`src/rtl/fetch_unit_pkg.sv`:
```
// fetch_unit_pkg -- shared definitions for the instruction fetch unit.
// Holds word width, memory size, fetch stride, the FSM state encoding and
// the range check applied before every fetch strobe.
package fetch_unit_pkg;

    localparam int WORD         = 16;
    localparam int MEMSIZE      = 256;
    localparam int FETCH_STRIDE = 2;

    // Highest pc whose immediate word (pc+1) still lies inside memory.
    localparam logic [WORD-1:0] LAST_PC = WORD'(MEMSIZE - FETCH_STRIDE);

    typedef enum logic [2:0] {
        S_IDLE  = 3'd0,
        S_REQ   = 3'd1,
        S_CAP   = 3'd2,
        S_HOLD  = 3'd3,
        S_FAULT = 3'd4
    } state_t;

    function automatic logic pc_in_range(input logic [WORD-1:0] pc);
        return pc <= LAST_PC;
    endfunction

endpackage

```
`src/rtl/fetch_unit_buf.sv`:
```
// fetch_unit_buf -- fetch packet register plus its valid bit.
// Ports:
//   clk, rst            clock, async active-high reset
//   load                capture instr/imm/data/pc and set valid
//   clear               drop the packet (clear has priority over load)
//   instr, imm, data    memory words to capture
//   pc                  address the packet was fetched from
//   valid               packet valid
//   f_instr, f_imm, f_data, f_pc   buffered packet
module fetch_unit_buf
    import fetch_unit_pkg::*;
(
    input  logic                   clk,
    input  logic                   rst,
    input  logic                   load,
    input  logic                   clear,
    input  logic [WORD-1:0]        instr,
    input  logic [WORD-1:0]        imm,
    input  logic signed [WORD-1:0] data,
    input  logic [WORD-1:0]        pc,
    output logic                   valid,
    output logic [WORD-1:0]        f_instr,
    output logic [WORD-1:0]        f_imm,
    output logic signed [WORD-1:0] f_data,
    output logic [WORD-1:0]        f_pc
);

    always_ff @(posedge clk or posedge rst) begin
        if (rst) begin
            valid   <= 1'b0;
            f_instr <= '0;
            f_imm   <= '0;
            f_data  <= '0;
            f_pc    <= '0;
        end else if (clear) begin
            valid <= 1'b0;
        end else if (load) begin
            valid   <= 1'b1;
            f_instr <= instr;
            f_imm   <= imm;
            f_data  <= data;
            f_pc    <= pc;
        end
    end

endmodule

```
`src/rtl/fetch_unit.sv`:
```
// fetch_unit -- sequential instruction fetcher with a one-entry packet buffer.
// Each packet is (instr, imm, memory[imm]) read from pc and pc+1 of a
// registered memory; pc then advances by FETCH_STRIDE.
// Ports:
//   clk, rst                 clock, async active-high reset
//   start                    level, releases the unit from IDLE
//   redirect, redirect_addr  one-cycle pc change request and target
//   fetch, fetch_addr        memory strobe and address (fetch_addr == pc)
//   instr_in, imm_in, data_in  registered memory read data
//   f_valid, f_ready         packet handshake towards decode
//   f_instr, f_imm, f_data, f_pc  buffered packet and its address
//   fault                    sticky out-of-range fetch flag
//
// state | meaning
// IDLE  | waiting for start
// REQ   | strobe fetch at pc (or fault if pc+1 is outside memory)
// CAP   | memory data valid, capture packet, advance pc
// HOLD  | packet presented until decode accepts it
// FAULT | out-of-range fetch seen, only reset leaves
module fetch_unit
    import fetch_unit_pkg::*;
#(
    parameter logic [WORD-1:0] RESET_PC = 16'h0000
) (
    input  logic                   clk,
    input  logic                   rst,
    input  logic                   start,
    input  logic                   redirect,
    input  logic [WORD-1:0]        redirect_addr,
    output logic                   fetch,
    output logic [WORD-1:0]        fetch_addr,
    input  logic [WORD-1:0]        instr_in,
    input  logic [WORD-1:0]        imm_in,
    input  logic signed [WORD-1:0] data_in,
    output logic                   f_valid,
    input  logic                   f_ready,
    output logic [WORD-1:0]        f_instr,
    output logic [WORD-1:0]        f_imm,
    output logic signed [WORD-1:0] f_data,
    output logic [WORD-1:0]        f_pc,
    output logic                   fault
);

    state_t          state, state_nx;
    logic [WORD-1:0] pc, pc_nx;
    logic            buf_load, buf_clear;
    logic            fault_set;

    assign fetch_addr = pc;

    always_ff @(posedge clk or posedge rst) begin
        if (rst) begin
            state <= S_IDLE;
            pc    <= RESET_PC;
            fault <= 1'b0;
        end else begin
            state <= state_nx;
            pc    <= pc_nx;
            if (fault_set) begin
                fault <= 1'b1;
            end
        end
    end

    always_comb begin
        state_nx  = state;
        pc_nx     = pc;
        fetch     = 1'b0;
        buf_load  = 1'b0;
        buf_clear = 1'b0;
        fault_set = 1'b0;
        case (state)
            S_IDLE: begin
                if (redirect) begin
                    pc_nx = redirect_addr;
                end
                if (start) begin
                    state_nx = S_REQ;
                end
            end
            S_REQ: begin
                // An out-of-range pc never reaches the memory, even when a
                // redirect arrives in the same cycle.
                if (!pc_in_range(pc)) begin
                    fault_set = 1'b1;
                    state_nx  = S_FAULT;
                end else begin
                    fetch = 1'b1;
                    if (redirect) begin
                        // Strobe already issued; its data is simply never captured.
                        pc_nx     = redirect_addr;
                        buf_clear = 1'b1;
                        state_nx  = S_REQ;
                    end else begin
                        state_nx = S_CAP;
                    end
                end
            end
            S_CAP: begin
                if (redirect) begin
                    pc_nx     = redirect_addr;
                    buf_clear = 1'b1;
                    state_nx  = S_REQ;
                end else begin
                    buf_load = 1'b1;
                    pc_nx    = pc + WORD'(FETCH_STRIDE);
                    state_nx = S_HOLD;
                end
            end
            S_HOLD: begin
                if (redirect) begin
                    pc_nx     = redirect_addr;
                    buf_clear = 1'b1;
                    state_nx  = S_REQ;
                end else if (f_valid && f_ready) begin
                    buf_clear = 1'b1;
                    state_nx  = S_REQ;
                end
            end
            S_FAULT: begin
                if (redirect) begin
                    pc_nx = redirect_addr;
                end
            end
            default: begin
                state_nx = S_IDLE;
            end
        endcase
    end

    fetch_unit_buf u_buf (
        .clk     (clk),
        .rst     (rst),
        .load    (buf_load),
        .clear   (buf_clear),
        .instr   (instr_in),
        .imm     (imm_in),
        .data    (data_in),
        .pc      (pc),
        .valid   (f_valid),
        .f_instr (f_instr),
        .f_imm   (f_imm),
        .f_data  (f_data),
        .f_pc    (f_pc)
    );

endmodule

```
`config.mk`:
```
export PLATFORM = sky130hd
export DESIGN_NAME = fetch_unit
export DESIGN_NICKNAME = d
export VERILOG_FILES = /design/src/rtl/fetch_unit_pkg.sv /design/src/rtl/fetch_unit_buf.sv /design/src/rtl/fetch_unit.sv
export SDC_FILE = /design/constraint.sdc
export NUM_CORES = 1
export LEC_CHECK = 0
export CORE_ASPECT_RATIO = 1.2
export CORE_MARGIN = 8
export CORE_UTILIZATION = 43
export DETAILED_ROUTE_END_ITERATION = 7
export PLACE_DENSITY = 0.8
export SYNTH_ARGS = -nofsm -noshare
export SYNTH_HDL_FRONTEND = slang
export SYNTH_SLANG_ARGS = --single-unit
```
`constraint.sdc`:
```
create_clock -name clk -period 3.6 [get_ports clk]
set_input_delay 0.72 -clock clk [delete_from_list [all_inputs] [get_ports clk]]
set_output_delay 0.72 -clock clk [all_outputs]
set_load 0.01 [all_outputs]
```
Yosys cells after proc, flatten, opt, wreduce, memory -nomap -nowiden
Cells that the tools add are included.
- output and inout port bits: 83
- logic and storage cells: 51
- bits in registers: 85
- bits of input ports: 69
- magnitude comparators: 1
- reductions and logical operators: 8
- equal/unequal tests: 7
- add/sub/neg operators: 1
- bitwise gates (word level): 2
- mux-type cells: 24
- operators by type and width (cell ; count):
    $mux W16 ; 3
    $pmux W16 S3 ; 1
    $add A16 B2 Y16 const B ; 1
    $le A16 B8 Y1 const B ; 1
    $pmux W3 S5 ; 1
    $mux W1 ; 12
    $mux W3 ; 4
    $eq A3 B2 Y1 const B ; 2
    $mux W2 ; 2
    $ne A2 B2 Y1 const B ; 2
    $reduce_and A2 Y1 ; 2
    $eq A3 B1 Y1 const B ; 1
    $eq A3 B3 Y1 const B ; 1
    $logic_not A3 Y1 ; 1
    $ne A3 B3 Y1 const B ; 1
    $pmux W1 S3 ; 1
    $reduce_and A3 Y1 ; 1
    $reduce_bool A3 Y1 ; 1
    $reduce_or A3 Y1 ; 1
    $not A1 Y1 ; 2
    $reduce_bool A2 Y1 ; 1
    $logic_and A1 B1 Y1 ; 1

Longest topological paths before layout
Gate-level depths: netlist of run 1.
- depth in word-level cells: 6
- mapped depth: 7
- gate-level depth less buffers: 6

Hierarchy
A second synthesis of run 1 with hierarchy kept.
- cell total of the unflattened synthesis: 298
- area total of the unflattened synthesis: 4080.2 sq um
- by module, submodules not included (module ; cells an instance ; times used ; area an instance (sq um) ; seq. area each (sq um)):
    fetch_unit_buf ; 140 ; 1 ; 2737.6 ; 1626.6
    fetch_unit ; 158 ; 1 ; 1342.5 ; 500.5

Worst setup path after synthesis of run 1
Ideal clock, no wire load.
- path type: register -> output
- start point: register pc[8] (netlist: fetch_addr[8])
- end point: output fetch
- stages on the path, launching flop included: 4
- required time: 2.880 ns
- arrival time: 1.358 ns
- path buffers: 0
- slack: 1.522 ns
- cell sequence: dfrtp_1 -> nor4_4 -> o311ai_4 -> nor3_1
- cells in the longest elaborated chain, start to end: 3
- ends and longest elaborated chain (item ; RTL line ; source):
    start, declared ; fetch_unit.sv:45 ; logic [WORD-1:0] pc, pc_nx;
    start signal, assigned ; fetch_unit.sv:58 ; pc <= pc_nx;
    $le A16 B8 Y1 ; fetch_unit_pkg.sv:22 ; return pc <= LAST_PC;
    $mux W1 ; fetch_unit.sv:84 ; if (!pc_in_range(pc)) begin
    $mux W1 ; fetch_unit.sv:72 ; case (state)
    end, declared ; fetch_unit.sv:30 ; output logic fetch,
No other way between the ends.

Worst setup path in the final report of run 1
- start point: register pc[9] (netlist: fetch_addr[9])
- end point: output fetch
Same word-level chain as after synthesis.

==> results.sh, run 1 <==
export IMPL_grt_pass1_wl_mm=17.0
export IMPL_place_hpwl_mm=7.98
export IMPL_synth_area_top_cells="dfrtp_1, nand2_1, a21oi_1"
export IMPL_antenna_found_initial=0
export IMPL_skew_ps=9.17
export IMPL_synth_ff_type="dfrtp_1"
export IMPL_post_cts_buffers=0
export IMPL_routedWlPerCell_um=15.4
export IMPL_clock_sinks=85
export IMPL_wl_mm=10.7
export IMPL_p_switching_mw=0.888
export IMPL_setup_viol=0
export IMPL_worst_setup_path_type="flop to output pin"
export IMPL_ir_drop_v=0.000246
export IMPL_end_kind="output pin"
export IMPL_pre_cts_slack_ps=920
export IMPL_stdcell_count=693
export IMPL_cts_root_buf="clkbuf_8"
export IMPL_portBuffers=151
export IMPL_path_max_fanout=7
export IMPL_hold_buffers=0
export IMPL_htreeDepth=3
export IMPL_via_count=3451
export IMPL_leakage_nw=2.59
export IMPL_tightest_slew_ps=754
export IMPL_ioPinCount=152
export IMPL_cts_resized=0
export IMPL_die_w_um=101
export IMPL_synth_top_area_cell="dfrtp_1"
export IMPL_intPower_mw=1.76
export IMPL_cts_made_buffers=9
export IMPL_seq_power_share_pct=47.9
export IMPL_area_delta_synth_final_pct=48.4
export IMPL_drv_slew=0
export IMPL_die_height_um=118
export IMPL_ys_seq_elements=85
export IMPL_final_nets=641
export IMPL_relSlewSlack_pct=49.7
export IMPL_dr_pass1_iters=4
export IMPL_dpl_cell_count=677
export IMPL_start_util_pct=44.0
export IMPL_crit_arrival_ps=2220
export IMPL_cts_tree="yes"
export IMPL_status="finished clean"
export IMPL_synth_cell_type_count=41
export IMPL_synth_yosys_warnings=0
export IMPL_rsz0062_at_grt="no"
export IMPL_cts_clk_slew_worst_paths_ps=80
export IMPL_cts_max_path_buffers=2
export IMPL_avgSynthCellArea_um2=8.78
export IMPL_grt_overflow=0
export IMPL_drcViolationCount=0
export IMPL_synthesis_area_mm2=0.00375
export IMPL_worst_slack_ps=662
export IMPL_synth_common_cells="nand2_1, dfrtp_1, a21oi_1"
export IMPL_grt_start_max_net_pins=58
export IMPL_finalSetupTns_ps=0
export IMPL_gp_congestion=0.783
export IMPL_synth_most_common_cell="nand2_1"
export IMPL_grt_pass1_vias=3392
export IMPL_power_mw=2.64
export IMPL_max_freq_ghz=0.340
export IMPL_max_cap_viol_count=0
export IMPL_finalHoldViolCount=0
export IMPL_min_period_ps=2940
export IMPL_swShare_pct=33.6
export IMPL_drtIter0Drc=139
export IMPL_layout_drive_gt1_share_pct=5.38
export IMPL_grt_use_total_pct=17.8
export IMPL_cp_data_required_time_ps=2880
export IMPL_syn_inst=427
export IMPL_utilization_pct=65.3
export IMPL_p_clk_share_pct=25.8
export IMPL_hold_class="flop to flop"
export IMPL_num_rows=37
export IMPL_dieArea_mm2=0.0120
export IMPL_antenna_cells=0
export IMPL_combPwrFrac_pct=26.3
export IMPL_seq_area_frac_synth_pct=56.7
export IMPL_yosysTopAreaCellShare_pct=56.7
export IMPL_synth_nets=497
export IMPL_start_kind="flop"
export IMPL_avgViaCountPerCell=4.98
export IMPL_postRouteAntennaNets=0
export IMPL_cellPowerDensity_mw_per_mm2=475
export IMPL_synth_edf_count=0
export IMPL_clk_latency_ps=350
export IMPL_timing_final_crit_share_pct=81.6
export IMPL_core_mm2=0.00852
export IMPL_synthArstFlopShare_pct=100
-- worst max-delay path, cell delays in order, from the launching register on --
cell and delay (ps):
dfrtp_1 500, nor4_4 390, o311ai_4 210, nor3_1 200, clkdlybuf4s50_1 560
-- layout by cell type, fill, tap and decap left out, drive strengths merged, types with 2 or more instances in the layout --
master and n:
clkbuf 10, a21oi 27, a21o 3, o311ai 2, clkinv 4, mux2i 2
nand2 205, o21ai 11, nor3 4, a31oi 2, and2 2, nor4 3
nand3 10, clkdlybuf4s50 151, inv 4, nor2 10, dfrtp 85, nor2b 2
buf 5, nand2b 4, o211ai 2, nand4 5, o22ai 6
-- sequential cells by signal (all words and copies together) (netlist names) --
name / count
fetch_addr: 16
u_buf.f_data: 16
u_buf.f_imm: 16
u_buf.f_instr: 16
u_buf.f_pc: 16
state: 3
fault: 1
u_buf.valid: 1
-- metrics by stage --
stage	hold slack (ps)	instance area [um^2]
after floorplan	493	3750
after global placement	445	5370
after detailed placement	461	5370
after CTS	482	5570
after global routing	494	5570
final	476	5570
-- power groups by stage --
stage / combinational (mW) / sequential [mW] / clock [mW]
6_report: 0.694 / 1.27 / 0.681
5_1_grt: 0.755 / 1.29 / 0.752
4_1_cts: 0.701 / 1.26 / 0.701
3_5_place_dp: 0.697 / 1.28 / 0
3_3_place_gp: 0.681 / 1.28 / 0
2_1_floorplan: 0.344 / 1.26 / 0
-- area by class of cell --
| type | instances | area, um^2 |
|---|---|---|
| timing repair buffer | 156 | 1570 |
| sequential | 85 | 2130 |
| clock buffer | 10 | 138 |
| fill | 754 | 2950 |
| multi-input combinational | 315 | 1500 |
| clock inverter | 6 | 61.3 |
| tap | 117 | 146 |
| inverter | 4 | 16.3 |
-- path summary, 6_finish.rpt --
kind                       cells past startpoint           start        endpoint  slack [ps]
hold / removal                                 2  u_buf.f_pc[10]  u_buf.f_pc[10]         480
hold reg to reg                                2  u_buf.f_pc[10]  u_buf.f_pc[10]         480
setup reg to reg                               5   fetch_addr[9]   fetch_addr[1]        1470
setup / recovery                               4   fetch_addr[9]           fetch         660
min in group asynchronous                      2             rst  u_buf.f_imm[0]         780
max in group asynchronous                      3             rst   fetch_addr[4]        2130
-- layer usage --
layer / GRT usage [%] / part of all wire (%)
met5: 0 / 0
met4: 7.38 / 2.6
met3: 5.28 / 7.5
met2: 29.0 / 49
met1: 21.2 / 41
-- kinds of logic (layout without fill, tap and decap cells) --
family          after synthesis  in the layout  synth area share, %
flops                        85             85                 56.7
fa+ha+maj                     1              1                0.334
buf+inv                      27            176                 3.40
compound gates               61             61                 10.6
mux                           3              3                0.834
xor+xnor                      1              1                0.234
simple gates                249            249                 27.9
Note: power is estimated with default switching activity, not from simulation.
==> run 2: changes to the inputs <==
- CORE_UTILIZATION: 43 -> 39
- PLACE_DENSITY: 0.8 -> 0.76
- clock period: 3.6 -> 2.42 ns (I/O delays scaled with it)
==> run 2 against run 1 <==
  * Via count grew 1.8%
  * Register-to-register slack lost 1100 ps
  * Sequential cell count unchanged
  * Die area up 8.7%
  * Wire length grew 3.6%
  * Clock skew down 3.2 ps
  * Power grew 72%
  * Final area increased by 4.9%
  * Non-clock buffer count up 16
  * Critical path depth is the same
  * Largest cell class unchanged
  * Largest power group unchanged
  * Highest routed layer unchanged
==> results.sh, run 2 (synthesis gave the netlist of run 1 again) <==
export IMPL_status="finished clean"
export IMPL_antenna_found_initial=0
export IMPL_fill_cells=794
export IMPL_timing_hold_ws_ps=454
export IMPL_rsz0062_at_grt="no"
export IMPL_finalSetupTns_ps=0
export IMPL_dpl_cell_area_mm2=0.00552
export IMPL_grt_overflow=0
export IMPL_reg2regPathDepth=7
export IMPL_antenna_cells=0
export IMPL_area_delta_synth_final_pct=55.7
export IMPL_avgViaCountPerCell=4.91
export IMPL_setup_viol=0
export IMPL_gp_congestion=0.840
export IMPL_ioPinCount=152
export IMPL_ir_drop_v=0.000559
export IMPL_max_freq_ghz=0.439
export IMPL_timing_final_crit_share_pct=94.1
export IMPL_start_util_pct=39.8
export IMPL_drv_slew=0
export IMPL_grt_start_max_net_pins=52
export IMPL_max_cap_viol_count=0
export IMPL_die_height_um=123
export IMPL_finalHoldViolCount=0
export IMPL_end_kind="output pin"
export IMPL_cts_max_path_buffers=2
export IMPL_hold_buffers=0
export IMPL_worst_setup_path_type="flop to output pin"
export IMPL_portBuffers=151
export IMPL_drcViolationCount=0
export IMPL_grt_pass1_wl_mm=17.9
export IMPL_min_period_ps=2280
export IMPL_die_w_um=106
export IMPL_routedWlPerCell_um=15.5
export IMPL_whs_path_depth=1
export IMPL_start_kind="flop"
export IMPL_seq_area_mm2=0.00213
export IMPL_skew_ps=5.92
export IMPL_cts_tree="yes"
export IMPL_grt_pass1_vias=3584
export IMPL_postRouteAntennaNets=0
export IMPL_place_hpwl_mm=8.38
export IMPL_wl_mm=11.1
export IMPL_layout_drive_gt1_share_pct=7.60
export IMPL_core_mm2=0.00942
export IMPL_final_cell_mix="nand2_1, clkdlybuf4s50_1, dfrtp_1"
export IMPL_cellPowerDensity_mw_per_mm2=777
export IMPL_path_max_fanout=5
export IMPL_via_count=3512
export IMPL_htreeDepth=3
export IMPL_layout_commonest_cell="nand2_1"
export IMPL_tightest_slew_ps=524
export IMPL_grt_use_total_pct=17.1
export IMPL_drtIter0Drc=142
export IMPL_final_nets=657
export IMPL_crit_arrival_ps=1790
export IMPL_cp_data_required_time_ps=1940
export IMPL_dieArea_mm2=0.0130
export IMPL_leakage_nw=2.72
export IMPL_final_area_mm2=0.00584
export IMPL_dr_pass1_iters=4
export IMPL_cts_made_buffers=9
export IMPL_clock_sinks=85
export IMPL_multi_input_comb_area_mm2=0.00150
export IMPL_relSlewSlack_pct=65.0
export IMPL_clk_latency_ps=330
export IMPL_hold_class="flop to flop"
export IMPL_cts_clk_slew_worst_paths_ps=60
export IMPL_num_rows=39
export IMPL_cts_root_buf="clkbuf_16"
[run 2: changes by cell type in the layout (fill, tap and decap cells not counted), moves of 4 or more]
cell / delta
clkbuf_8: -10
buf_4: +14
clkinv_2: -4
clkbuf_16: +9
[run 2: metrics by stage]
stage               utilization [%]  total power [mW]  cells  setup WS, ps
global route                   62.0              4.77    715          20.9
detailed placement             58.6              3.10    698           172
CTS                            62.0              4.58    715           101
floorplan                         -              2.38    427           578
global placement               58.6              3.06    698           213
finish                         62.0              4.54    715           143
[run 2: layout make-up]
type | instances | share of cell area, %
multi-input cells | 315 | 25.8
inverters | 4 | 0.321
repair buffers | 172 | 29.4
clock buffers | 11 | 3.99
well taps | 123 | 2.64
flip-flops and latches | 85 | 36.4
clock inverters | 5 | 1.44
[run 2: path summary, 6_finish.rpt]
check / from / endpoint / slack [ps]
worst min-delay path: fault / fault / 450
min in group asynchronous: rst / u_buf.f_pc[1] / 560
worst max register to register: fetch_addr[13] / fetch_addr[11] / 330
worst min register to register: fault / fault / 450
worst max-delay path: fetch_addr[13] / fetch / 140
max in group asynchronous: rst / u_buf.f_instr[6] / 1250
[run 2: repair_timing]
action                                  in CTS  in global routing
endpoints found under the setup margin       1                  0
setup buffers                                1                  0
gates resized for setup                      1                  0
[run 2: critical path, stage by stage (launching register included)]
cell and delay, ps:
dfrtp_1 440, nor4_4 360, o311ai_4 170, nor3_1 200, dlygate4sd2_1 290
[run 2: power by group]
| group | switching, mW | internal (mW) | total, mW | leakage [nW] |
|---|---|---|---|---|
| sequential | 0.197 | 1.58 | 1.77 | 1.13 |
| clock | 0.543 | 0.908 | 1.45 | 0.146 |
| combinational | 0.658 | 0.654 | 1.31 | 1.44 |
| total | 1.40 | 3.14 | 4.54 | 2.72 |
[run 2: routing by layer]
| metal | GRT usage, % | share of wire, % |
|---|---|---|
| met5 | 0 | 0 |
| met4 | 7.49 | 1.8 |
| met3 | 4.80 | 6.1 |
| met2 | 29.9 | 51 |
| met1 | 19.2 | 41 |
